===== config.mk =====
export PLATFORM = sky130hd
export DESIGN_NAME = sync_asym_fifo
export DESIGN_NICKNAME = d
export VERILOG_FILES = /design/src/rtl/fifo_pkg.sv /design/src/rtl/sync_fifo_ram.sv /design/src/rtl/sync_asym_fifo.sv
export SDC_FILE = /design/constraint.sdc
export NUM_CORES = 1
export LEC_CHECK = 0
export CORE_AREA = 2 2 171 123
export CTS_BUF_LIST = sky130_fd_sc_hd__clkbuf_4
export DETAILED_ROUTE_END_ITERATION = 12
export DIE_AREA = 0 0 173 125
export PLACE_DENSITY = 0.9
export SKIP_LAST_GASP = 1
export SYNTH_ARGS = -nofsm -noshare
export SYNTH_HDL_FRONTEND = slang
export SYNTH_SLANG_ARGS = --single-unit

===== constraint.sdc =====
create_clock -name clk -period 3.3 [get_ports clk]
set_input_delay 0.825 -clock clk [delete_from_list [all_inputs] [get_ports clk]]
set_output_delay 0.825 -clock clk [all_outputs]
set_load 0.02 [all_outputs]

===== src/rtl/fifo_pkg.sv =====
// Shared helpers for the width-converting FIFO family.
// Width ratios, log2 and lane ordering used by both the top and the RAM.
package fifo_pkg;

    // Lane 0 of a wide word holds the oldest narrow unit.
    localparam bit PACK_LSB_FIRST = 1'b1;

    function automatic int clog2(input int v);
        int r;
        r = 0;
        for (int i = 0; i < 31; i++) begin
            if ((1 << i) < v) r = i + 1;
        end
        return r;
    endfunction

    function automatic int min_w(input int a, input int b);
        return (a < b) ? a : b;
    endfunction

    function automatic int ratio(input int num, input int den);
        return num / den;
    endfunction

    function automatic int lane(input int i, input int n);
        return PACK_LSB_FIRST ? i : (n - 1 - i);
    endfunction

endpackage


===== src/rtl/sync_fifo_ram.sv =====
// Simple dual-port register array moving several RAM units per access.
// Write is clocked, read is combinational.
module sync_fifo_ram
    import fifo_pkg::*;
#(
    parameter int RAM_DEPTH      = 32,
    parameter int RAM_ADDR_WIDTH = 5,
    parameter int RAM_WIDTH      = 8,
    parameter int WR_IND         = 1,
    parameter int RD_IND         = 4
) (
    input  logic                          clk,
    input  logic                          wr_en,
    input  logic [RAM_ADDR_WIDTH-1:0]     wr_addr,
    input  logic [WR_IND*RAM_WIDTH-1:0]   wr_data,
    input  logic [RAM_ADDR_WIDTH-1:0]     rd_addr,
    output logic [RD_IND*RAM_WIDTH-1:0]   rd_data
);

    logic [RAM_WIDTH-1:0] mem [RAM_DEPTH];

    always_ff @(posedge clk) begin
        if (wr_en) begin
            for (int i = 0; i < WR_IND; i++) begin
                mem[wr_addr + RAM_ADDR_WIDTH'(i)] <=
                    RAM_WIDTH'(wr_data >> (lane(i, WR_IND) * RAM_WIDTH));
            end
        end
    end

    always_comb begin
        rd_data = '0;
        for (int i = 0; i < RD_IND; i++) begin
            rd_data = rd_data |
                ((RD_IND*RAM_WIDTH)'(mem[rd_addr + RAM_ADDR_WIDTH'(i)])
                 << (lane(i, RD_IND) * RAM_WIDTH));
        end
    end

endmodule


===== src/rtl/sync_asym_fifo.sv =====
// Single-clock FIFO converting between power-of-two related bus widths.
// Flags and counts are registered from next-state pointers.
module sync_asym_fifo
    import fifo_pkg::*;
#(
    parameter int WR_WIDTH       = 8,
    parameter int RD_WIDTH       = 32,
    parameter int RAM_DEPTH      = 32,
    parameter int RAM_ADDR_WIDTH = 5,
    parameter bit FWFT           = 1'b0,
    parameter int AF_THR         = 28,
    parameter int AE_THR         = 1,
    localparam int RAM_WIDTH     = min_w(WR_WIDTH, RD_WIDTH),
    localparam int WR_IND        = ratio(WR_WIDTH, RAM_WIDTH),
    localparam int RD_IND        = ratio(RD_WIDTH, RAM_WIDTH),
    localparam int WR_CNT_WIDTH  = RAM_ADDR_WIDTH + 1 - clog2(WR_IND),
    localparam int RD_CNT_WIDTH  = RAM_ADDR_WIDTH + 1 - clog2(RD_IND)
) (
    input  logic                    clk,
    input  logic                    rst,
    input  logic                    wr_en,
    input  logic [WR_WIDTH-1:0]     wr_data,
    output logic                    fifo_full,
    output logic                    almost_full,
    output logic                    overflow,
    output logic [WR_CNT_WIDTH-1:0] wr_data_count,
    input  logic                    rd_en,
    output logic [RD_WIDTH-1:0]     rd_data,
    output logic                    rd_valid,
    output logic                    fifo_empty,
    output logic                    almost_empty,
    output logic                    underflow,
    output logic [RD_CNT_WIDTH-1:0] rd_data_count
);

    localparam int PW    = RAM_ADDR_WIDTH + 1;
    localparam int WR_SH = clog2(WR_IND);
    localparam int RD_SH = clog2(RD_IND);

    typedef logic [PW-1:0] ptr_t;

    ptr_t wr_ptr;
    ptr_t rd_ptr;
    ptr_t wr_ptr_nxt;
    ptr_t rd_ptr_nxt;
    ptr_t occ_nxt;

    logic wr_acc;
    logic rd_acc;
    logic full_nxt;
    logic empty_nxt;

    logic [WR_CNT_WIDTH-1:0] wr_cnt_nxt;
    logic [RD_CNT_WIDTH-1:0] rd_cnt_nxt;
    logic [RD_WIDTH-1:0]     ram_rd_data;

    // Registered flags gate acceptance; same-cycle traffic never unblocks.
    assign wr_acc = wr_en && !fifo_full;
    assign rd_acc = rd_en && !fifo_empty;

    always_comb begin
        wr_ptr_nxt = wr_acc ? (wr_ptr + ptr_t'(WR_IND)) : wr_ptr;
        rd_ptr_nxt = rd_acc ? (rd_ptr + ptr_t'(RD_IND)) : rd_ptr;
        occ_nxt    = wr_ptr_nxt - rd_ptr_nxt;
        full_nxt   = (ptr_t'(RAM_DEPTH) - occ_nxt) < ptr_t'(WR_IND);
        empty_nxt  = occ_nxt < ptr_t'(RD_IND);
        wr_cnt_nxt = WR_CNT_WIDTH'(occ_nxt >> WR_SH);
        rd_cnt_nxt = RD_CNT_WIDTH'(occ_nxt >> RD_SH);
    end

    always_ff @(posedge clk) begin
        if (rst) begin
            wr_ptr        <= '0;
            rd_ptr        <= '0;
            fifo_full     <= 1'b0;
            fifo_empty    <= 1'b1;
            almost_full   <= 1'b0;
            almost_empty  <= 1'b1;
            overflow      <= 1'b0;
            underflow     <= 1'b0;
            wr_data_count <= '0;
            rd_data_count <= '0;
        end else begin
            wr_ptr        <= wr_ptr_nxt;
            rd_ptr        <= rd_ptr_nxt;
            fifo_full     <= full_nxt;
            fifo_empty    <= empty_nxt;
            almost_full   <= int'(wr_cnt_nxt) >= AF_THR;
            almost_empty  <= int'(rd_cnt_nxt) <= AE_THR;
            overflow      <= wr_en && fifo_full;
            underflow     <= rd_en && fifo_empty;
            wr_data_count <= wr_cnt_nxt;
            rd_data_count <= rd_cnt_nxt;
        end
    end

    sync_fifo_ram #(
        .RAM_DEPTH      (RAM_DEPTH),
        .RAM_ADDR_WIDTH (RAM_ADDR_WIDTH),
        .RAM_WIDTH      (RAM_WIDTH),
        .WR_IND         (WR_IND),
        .RD_IND         (RD_IND)
    ) u_ram (
        .clk     (clk),
        .wr_en   (wr_acc),
        .wr_addr (wr_ptr[RAM_ADDR_WIDTH-1:0]),
        .wr_data (wr_data),
        .rd_addr (rd_ptr[RAM_ADDR_WIDTH-1:0]),
        .rd_data (ram_rd_data)
    );

    if (FWFT) begin : g_fwft
        assign rd_data  = fifo_empty ? '0 : ram_rd_data;
        assign rd_valid = !fifo_empty;
    end else begin : g_std
        always_ff @(posedge clk) begin
            if (rst) begin
                rd_data  <= '0;
                rd_valid <= 1'b0;
            end else begin
                rd_valid <= rd_acc;
                if (rd_acc) rd_data <= ram_rd_data;
            end
        end
    end

endmodule


### Yosys cells after proc, flatten, opt, wreduce, memory -nomap -nowiden

Memory sizes are Yosys's and may differ from the RTL's. A register that Yosys moved wholly into a read port is not among the register bits.
Index checks and enable logic that the tools add are counted.

| storage, ports and cells | value |
|---|---|
| memories | 1 |
| register bits | 61 |
| bits of input ports | 12 |
| output and inout port bits | 49 |
| word-level logic and storage cells | 38 |
| bits in writable memories | 256 |

Memory list:

| memory | words | bits a word | read ports | clocked after Yosys merged registers in | wr ports | line | source |
|---|---|---|---|---|---|---|---|
| u_ram.mem | 32 | 8 | 4 | 1 | 1 | sync_fifo_ram.sv:20 | `logic [RAM_WIDTH-1:0] mem [RAM_DEPTH];` |

| operators by class | value |
|---|---|
| muxes and demuxes | 5 |
| order comparisons | 4 |
| $add $sub $neg | 7 |
| bitwise operators | 3 |
| reductions and logical operators | 6 |

Operators by type and width:

| kind | number |
|---|---|
| OR 24 x 32 -> 32 bit | 1 |
| OR 16 x 24 -> 24 bit | 1 |
| OR 8 x 16 -> 16 bit | 1 |
| two-way mux 6 bit | 2 |
| adder 5 x 2 -> 5 bit (second input constant) | 2 |
| adder 6 x 1 -> 6 bit (second input constant) | 1 |
| adder 6 x 3 -> 6 bit (second input constant) | 1 |
| greater-or-equal comparator 6 x 5 -> 1 bit (second input constant) | 1 |
| less-than comparator 6 x 1 -> 1 bit (second input constant) | 1 |
| less-than comparator 6 x 3 -> 1 bit (second input constant) | 1 |
| subtractor 6 bit | 1 |
| subtractor 6 bit (first input constant) | 1 |
| adder 5 x 1 -> 5 bit (second input constant) | 1 |
| two-way mux 5 bit | 1 |
| <= comparator 4 x 1 -> 1 bit (second input constant) | 1 |
| logical AND 1 bit | 4 |
| logical NOT 1 bit | 2 |
| two-way mux 1 bit | 2 |

### Depth between registers and ports, before layout

Gate-level depths: netlist of run 1.

| logic depth | value |
|---|---|
| depth after elaboration | 6 |
| mapped depth | 11 |
| depth with buffers taken out | 10 |

### Hierarchy

A second synthesis of run 1 with hierarchy kept.

| unflattened totals | value |
|---|---|
| cell total of the unflattened synthesis | 1189 |
| area total of the unflattened synthesis | 18137.4 um^2 |

By module, submodules not included:

| module | area an instance (um^2) | instances | cells an instance |
|---|---|---|---|
| sync_fifo_ram | 16110.5 | 1 | 958 |
| sync_asym_fifo | 2026.9 | 1 | 231 |

### Worst setup path after synthesis of run 1

No wires, ideal clock.

| path | value |
|---|---|
| path type | input-to-reg |
| start point | input rd_en |
| end point | register fifo_empty |
| required time | 3.185 ns |
| setup slack | 0.285 ns |
| arrival | 2.900 ns |
| setup time | 0.115 ns |
| stages | 9 |
| path through | nor2b_4 > buf_6 > clkbuf_1 > mux2i_1 > ha_1 > a21o_1 > a21oi_1 > xnor3_1 > a31o_1 |

| between the ends | value |
|---|---|
| cells in the longest elaborated chain, start to end | 4 |

Ends and longest elaborated chain:

| element | line | source |
|---|---|---|
| start, declared | sync_asym_fifo.sv:27 | `input logic rd_en,` |
| logical AND 1 bit | sync_asym_fifo.sv:59 | `assign rd_acc = rd_en && !fifo_empty;` |
| two-way mux 6 bit | sync_asym_fifo.sv:63 | `rd_ptr_nxt = rd_acc ? (rd_ptr + ptr_t'(RD_IND)) : rd_ptr;` |
| subtractor 6 bit | sync_asym_fifo.sv:64 | `occ_nxt = wr_ptr_nxt - rd_ptr_nxt;` |
| less-than comparator 6 x 3 -> 1 bit | sync_asym_fifo.sv:66 | `empty_nxt = occ_nxt < ptr_t'(RD_IND);` |
| end signal, assigned | sync_asym_fifo.sv:87 | `fifo_empty <= empty_nxt;` |
| end, declared | sync_asym_fifo.sv:30 | `output logic fifo_empty,` |

No other way between the ends.
A chain may end at the register's enable or synchronous reset.

### Worst setup path in the final report of run 1

| path | value |
|---|---|
| start point | input wr_en |
| end point | register fifo_empty |

| between the ends | value |
|---|---|
| cells in the longest elaborated chain, start to end | 4 |

Ends and longest elaborated chain:

| element | line | source |
|---|---|---|
| start, declared | sync_asym_fifo.sv:21 | `input logic wr_en,` |
| logical AND 1 bit | sync_asym_fifo.sv:58 | `assign wr_acc = wr_en && !fifo_full;` |
| two-way mux 6 bit | sync_asym_fifo.sv:62 | `wr_ptr_nxt = wr_acc ? (wr_ptr + ptr_t'(WR_IND)) : wr_ptr;` |
| net wr_ptr_nxt[4] | sync_asym_fifo.sv:44 | `ptr_t wr_ptr_nxt;` |
| subtractor 6 bit | sync_asym_fifo.sv:64 |  |
| less-than comparator 6 x 3 -> 1 bit | sync_asym_fifo.sv:66 |  |

The timed path passes the listed nets, and every way through them passes these cells.

==> results of run 1 <==
stage by stage:
stage	utilization	worst slack, ps	hold slack, ps	TNS (ps)	instance area (um2)
2_1_floorplan	-	285	480	0	11800
3_3_place_gp	0.641	48.5	451	0	12900
3_5_place_dp	0.641	-117	446	-259	12900
4_1_cts	0.691	599	487	0	13900
5_1_grt	0.691	410	513	0	13900
6_report	0.691	477	486	0	13900
flip-flops by register name (all words and copies together) (netlist names):
signal	flops
overflow	1
wr_data_count	6
rd_valid	1
rd_ptr	4
underflow	1
fifo_empty	1
wr_ptr	4
almost_empty	1
rd_data	32
fifo_full	1
u_ram.mem	256
almost_full	1
layer usage:
metal | vias up | GRT usage | part of all wire
met4 | 0 | 0.0872 | 0.018
met2 | 283 | 0.378 | 0.50
met5 | - | 0 | 0
met3 | 46 | 0.0672 | 0.078
li1 | 2787 | - | -
met1 | 3170 | 0.300 | 0.40
placed cells by master (no fill, tap or decap), types with 3 or more instances in the layout:
| master | n |
|---|---|
| a211oi_1 | 32 |
| buf_4 | 51 |
| bufinv_16 | 4 |
| clkbuf_4 | 111 |
| clkdlybuf4s50_1 | 59 |
| clkinv_1 | 10 |
| clkinv_2 | 3 |
| dfxtp_1 | 50 |
| edfxtp_1 | 256 |
| ha_1 | 8 |
| inv_1 | 3 |
| mux2i_1 | 33 |
| mux4_2 | 64 |
| nand2_1 | 9 |
| nand3_1 | 4 |
| nand3b_1 | 3 |
| nand4_1 | 3 |
| nor2_1 | 76 |
| nor2b_1 | 7 |
| xnor2_1 | 3 |
| xor2_1 | 5 |
final cells by class:
| cell class | instances | area, um2 |
|---|---|---|
| well taps | 276 | 345 |
| fillers | 1268 | 6230 |
| clock buffers | 111 | 833 |
| multi-input cells | 267 | 2800 |
| flip-flops and latches | 309 | 8750 |
| clock inverters | 19 | 180 |
| repair buffers | 112 | 998 |
| inverters | 3 | 11.3 |
cell families after synthesis:
logic type,synth area share
AO/OA/AOI/OAI,0.0243
flip-flops,0.741
adder cells (fa/ha/maj),0.0102
multiplexers,0.150
AND/OR/NAND/NOR,0.0434
buffers and inverters,0.0221
XOR/XNOR,0.00922
path summary, 6_finish.rpt:
check,start,end,slack (ps),cells past startpoint
setup / recovery,wr_en,fifo_empty$_SDFF_PP1_,480,9
hold / removal,fifo_full$_SDFF_PP0_,overflow$_SDFF_PP0_,490,2
setup reg to reg,rd_ptr[2]$_SDFF_PP0_,fifo_empty$_SDFF_PP1_,600,8
hold reg to reg,fifo_full$_SDFF_PP0_,overflow$_SDFF_PP0_,490,2
worst min-delay path: stages (launching register included):
cell	delay [ps]
dfxtp_1	330
nand2_1	60
nor2_1	30
power groups by stage:
stage / clock network, W / registers [W] / logic, W
2_1_floorplan: 0 / 0.00473 / 0.000999
3_3_place_gp: 0 / 0.00459 / 0.00162
3_5_place_dp: 0 / 0.00460 / 0.00168
4_1_cts: 0.00337 / 0.00452 / 0.00170
5_1_grt: 0.00359 / 0.00454 / 0.00181
6_report: 0.00330 / 0.00451 / 0.00168
==> flow_metrics.tcl, run 1 <==
set metrics [dict create \
    cp_top_family "XOR/XNOR gates" \
    max_stage_delay_ps 470 \
    netlist_area_um2 11800 \
    clkLatencyLatePin_ps 680 \
    start_util 0.586 \
    core-area_um2 20100 \
    crit_arrival_ps 3380 \
    cp-end-kind "flip-flop" \
    diodes 0 \
    status "finished clean" \
    boundaryPins 61 \
    clockBufferDepth 3 \
    cts_tree "yes" \
    grt_pass1_wl_mm 37.6 \
    p_leak_nw 4.57 \
    first_pass_iters 5 \
    critPathLaunchType "input pin" \
    cts_setup_buffers 0 \
    grt-ovfl-total 0 \
    worstSetupPathType "in -> reg" \
    dieArea_um2 21600 \
    final_cells 1097 \
    drive_gt1_frac 0.300 \
    hp-class "reg -> reg" \
    clock_skew_ps 43.3 \
    clkSinkCount 309 \
    switchingPower_w 0.00243 \
    gp_congestion 0.794 \
    synth_top_area_frac 0.651 \
    crit_required_ps 3860 \
    fin_crit_sh 0.855 \
    synthTopCellsByCount "edfxtp_1, nor2_1, mux4_2" \
    clockRootBuffer "clkbuf_4" \
    drc 0 \
    maxSlewHeadroom 0.372 \
    synth_warnings 0 \
    postRouteAntennaNets 0 \
    grt_max_degree 66 \
    syn_avg_cell_area_um2 19.0 \
    clkPwrFrac 0.347 \
    avgViaCountPerCell 5.73 \
    synth-main-ff-cell "edfxtp_1" \
    grt_pass1_vias 6732 \
    hold_buffers 0 \
    wl_per_cell_um 21.8 \
    vdd_ir_drop_max_uv 330 \
    final.min_clock_period_ps 2820 \
    synth_cell_types 36 \
    yosysMostFrequentCell "edfxtp_1" \
    finalMaxSlewViolations 0 \
    path_cells "clkdlybuf4s50_1 -> nor2b_1 -> buf_4 -> nand4_1 -> xnor2_1 -> ha_1 -> a21oi_1 -> xnor3_1 -> a31o_1" \
    maxCapViolCount 0 \
    fin_total_pwr_w 0.00949 \
    timing.critical_path.buf_inv 2 \
    drt_wl_total_mm 23.9 \
    dp_cells 967 \
    area_delta_synth_final_pct 17.9 \
    port_buffers 60 \
    grt_util_all_layers 0.232 \
    htree_levels 3 \
    drt_iter0_drc 568 \
    p_per_area_nw_per_um2 682 \
    rows 44 \
    synthTopCellsByArea "edfxtp_1, mux4_2, dfxtp_1, mux2i_1, nor2_1" \
    seqPwrFrac 0.476 \
    numCtsBuffers 72 \
    place_hpwl_mm 14.4 \
    fin_nets 786 \
    rsz0062_at_grt "false" \
    path_clk_slew_ps 70 \
    dieWidth_um 173 \
    synth_edf_count 256 \
    routed-via-count 6286 \
    syn-instance-count 621 \
    async_flop_share 0 \
    cts_resized 0 \
    power_frac_comb 0.177 \
    worst_slew_pin_slew_ps 942 \
    fmax_ghz 0.354 \
    yosysTopAreaCell "edfxtp_1" \
    crit_fanout 7 \
    setup_viol 0 \
    synth_nets 642 \
    die-height_um 125 \
    antenna_found_initial 0 \
    netSwitchingFraction 0.256 \
    cpMaxStageDelayCell "clkdlybuf4s50_1" \
    final_hold_viol_count 0 \
    ys_ff_latch 309 \
    internal_power_w 0.00706 \
    yosysSeqAreaShare 0.741 \
]
Power figures use the tool's default switching activity.
==> inputs of run 2 (changes only) <==
--- a/config.mk
+++ b/config.mk
@@ -5,12 +5,14 @@
 export SDC_FILE = /design/constraint.sdc
 export NUM_CORES = 1
 export LEC_CHECK = 0
-export CORE_AREA = 2 2 171 123
+export CORE_AREA = 2 2 211 151
 export CTS_BUF_LIST = sky130_fd_sc_hd__clkbuf_4
 export DETAILED_ROUTE_END_ITERATION = 12
-export DIE_AREA = 0 0 173 125
-export PLACE_DENSITY = 0.9
+export DIE_AREA = 0 0 213 153
+export PLACE_DENSITY = 0.89
+export SKIP_CTS_REPAIR_TIMING = 1
 export SKIP_LAST_GASP = 1
 export SYNTH_ARGS = -nofsm -noshare
 export SYNTH_HDL_FRONTEND = slang
+export SYNTH_HIERARCHICAL = 1
 export SYNTH_SLANG_ARGS = --single-unit
==> run 2 against run 1 <==
  * Clock-buffer cell count decreased by 6
  * Core utilization decreased by 2.7 points
  * Clock power decreased by 4%
  * Design area increased by 46%
  * Critical path depth decreased by 2
  * Die area increased by 51%
  * Synthesized cell count increased by 91%
  * Worst hold slack got worse by 33 ps
  * Highest routed layer is now met5
==> flow_metrics.tcl, run 2 <==
set metrics [dict create \
    setup_ws_ps 295 \
    hold_path_end "rd_data[17]$_SDFFE_PP0P_" \
    rsz0062_at_grt "false" \
    finalInstanceArea_um2 20300 \
    maxCapViolCount 0 \
    synthTopCellsByCount "edfxtp_1, mux4_2, mux2i_1" \
    clkLatencyLatePin_ps 770 \
    routed-via-count 12600 \
    path_cells "xor2_4 -> buf_4 -> mux4_2 -> mux2i_1 -> mux2i_1 -> nand2_1 -> a21oi_1" \
    async_flop_share 0 \
    cpMaxStageDelayCell "mux2i_1" \
    worst-r2r-cell-count 7 \
    synth_cell_types 58 \
    gp_congestion 1.01 \
    place_area_um2 19400 \
    syn_avg_cell_area_um2 15.3 \
    drt_iter0_drc 1975 \
    cp_common_cell "mux2i_1" \
    timing.rr.start "rd_ptr[2]$_SDFF_PP0_" \
    fin_nets 1341 \
    grt-ovfl-total 0 \
    clockRootBuffer "clkbuf_4" \
    cts_tree "yes" \
    crit_required_ps 3910 \
    hp-start "rd_data[17]$_SDFFE_PP0P_" \
    yosysSeqAreaShare 0.482 \
    area_delta_synth_final_pct 12.0 \
    drc 0 \
    cp-end-kind "flip-flop" \
    numCtsBuffers 76 \
    core-area_um2 30600 \
    die-height_um 153 \
    crit_fanout 13 \
    final_hold_viol_count 0 \
    maxSlewHeadroom 0.304 \
    p_leak_nw 6.95 \
    antenna_found_initial 3 \
    worstSetupPathType "reg -> reg" \
    vdd_ir_drop_max_uv 363 \
    max_stage_delay_ps 580 \
    postRouteAntennaNets 0 \
    dieArea_um2 32600 \
    port_buffers 60 \
    hp-class "reg -> reg" \
    netlist_area_um2 18100 \
    ys_ff_latch 309 \
    boundaryPins 61 \
    grt_pass1_vias 12100 \
    dieWidth_um 213 \
    whs_path_depth 2 \
    clockBufferDepth 3 \
    fin_crit_sh 0.911 \
    p_per_area_nw_per_um2 568 \
    rows 54 \
    yosysTopAreaCell "edfxtp_1" \
    status "finished clean" \
    first_pass_iters 6 \
    clkSinkCount 309 \
    finalMaxSlewViolations 0 \
    path_clk_slew_ps 70 \
    final_cells 1793 \
    crit_arrival_ps 3620 \
    fill_cells 2065 \
    grt_pass1_wl_mm 77.9 \
    avgViaCountPerCell 7.03 \
    fin_tns_setup_ps 0 \
    fmax_ghz 0.333 \
    synth_warnings 6 \
    largest-register "u_ram/mem" \
    final.min_clock_period_ps 3000 \
    wl_per_cell_um 29.7 \
    largest_register_ffs 256 \
    grt_max_degree 241 \
    setup_viol 0 \
    reg2reg_setup_slack_ps 300 \
    r2r-end "rd_data[11]$_SDFFE_PP0P_" \
    synthTopCellsByArea "edfxtp_1, mux4_2, mux2i_1, dfxtp_1, mux2_1" \
    worst_slew_pin_slew_ps 1040 \
    clock_skew_ps 41.7 \
    synth_edf_count 256 \
    dp_cells 1661 \
    drt_wl_total_mm 53.2 \
    top_regs "u_ram/mem x256, rd_data x32, wr_data_count x6" \
    grt_util_all_layers 0.333 \
    place_hpwl_mm 36.3 \
    mostFrequentLayoutCells "edfxtp_1, mux4_2, mux2i_1" \
    syn-instance-count 1189 \
    drive_gt1_frac 0.325 \
    start_util 0.593 \
    critPathLaunchType "flip-flop" \
    place_ws_ps -7.51 \
    layout_commonest_cell "edfxtp_1" \
    synth_top_area_frac 0.424 \
    yosysMostFrequentCell "edfxtp_1" \
    synth-main-ff-cell "edfxtp_1" \
    htree_levels 3 \
]
run 2: cell count changes after synthesis, moves of 12 or more:
cell	change
a211oi_1	-31
a22oi_1	+15
clkbuf_1	+12
nor2_1	-20
mux4_2	+105
mux2i_1	+104
a21oi_1	+46
a221oi_1	+16
nand2_1	+79
mux2_1	+77
mux2_2	+59
buf_4	+15
run 2: kinds of logic after synthesis:
family,share of synthesized area
compound gates,0.0467
xor+xnor,0.0128
fa+ha+maj,0.00731
buf+inv,0.0356
flops,0.482
mux,0.370
other cells,0.000207
simple gates,0.0451
run 2: how the worst max path moves through the flow:
stage                              start                        to  slack, ps  cells past startpoint
floorplan                          wr_en     fifo_empty$_SDFF_PP1_        500                      9
global placement                   wr_en      fifo_full$_SDFF_PP0_        100                     10
detailed placement                 wr_en    almost_full$_SDFF_PP0_         -8                     11
CTS                 rd_ptr[2]$_SDFF_PP0_  rd_data[22]$_SDFFE_PP0P_        460                      8
global route        rd_ptr[2]$_SDFF_PP0_  rd_data[11]$_SDFFE_PP0P_        270                      7
finish              rd_ptr[2]$_SDFF_PP0_  rd_data[11]$_SDFFE_PP0P_        300                      7
run 2: metal layers:
metal	wire, um	vias up	global-route usage
met1	19600	6219	0.462
met4	2050	2	0.129
met2	21900	1111	0.456
met3	9550	159	0.157
met5	71	-	0
li1	-	5114	-
run 2: worst max-delay path, delay by kind of cell, from the launching register on:
kind	cells	cell delay (ps)
mux	3	1330
xor+xnor	1	400
compound gates	1	70
flops	1	570
buf+inv	1	350
simple gates	1	130
run 2: layout make-up:
cell class | instances | area (um2) | area share
inverter | 5 | 21.3 | 0.00105
tap | 420 | 526 | 0.0259
clock buffer | 105 | 788 | 0.0388
multi-input combinational | 785 | 8810 | 0.434
timing repair buffer | 142 | 1260 | 0.0621
sequential | 309 | 8750 | 0.431
antenna | 4 | 10.0 | 0.000493
clock inverter | 23 | 140 | 0.00690
run 2: per-stage QoR:
stage | hold slack [ps] | util | power, W
floorplan | 480 | - | 0.00704
global placement | 443 | 0.633 | 0.00817
detailed placement | 447 | 0.633 | 0.00825
CTS | 450 | 0.663 | 0.0114
global route | 477 | 0.663 | 0.0119
finish | 453 | 0.664 | 0.0115
run 2: power by group:
group / total [W] / leakage (nW) / switching, W / internal, W
clock network: 0.00317 / 0.552 / 0.00155 / 0.00162
registers: 0.00452 / 2.74 / 0.000142 / 0.00438
logic: 0.00384 / 3.66 / 0.00215 / 0.00169
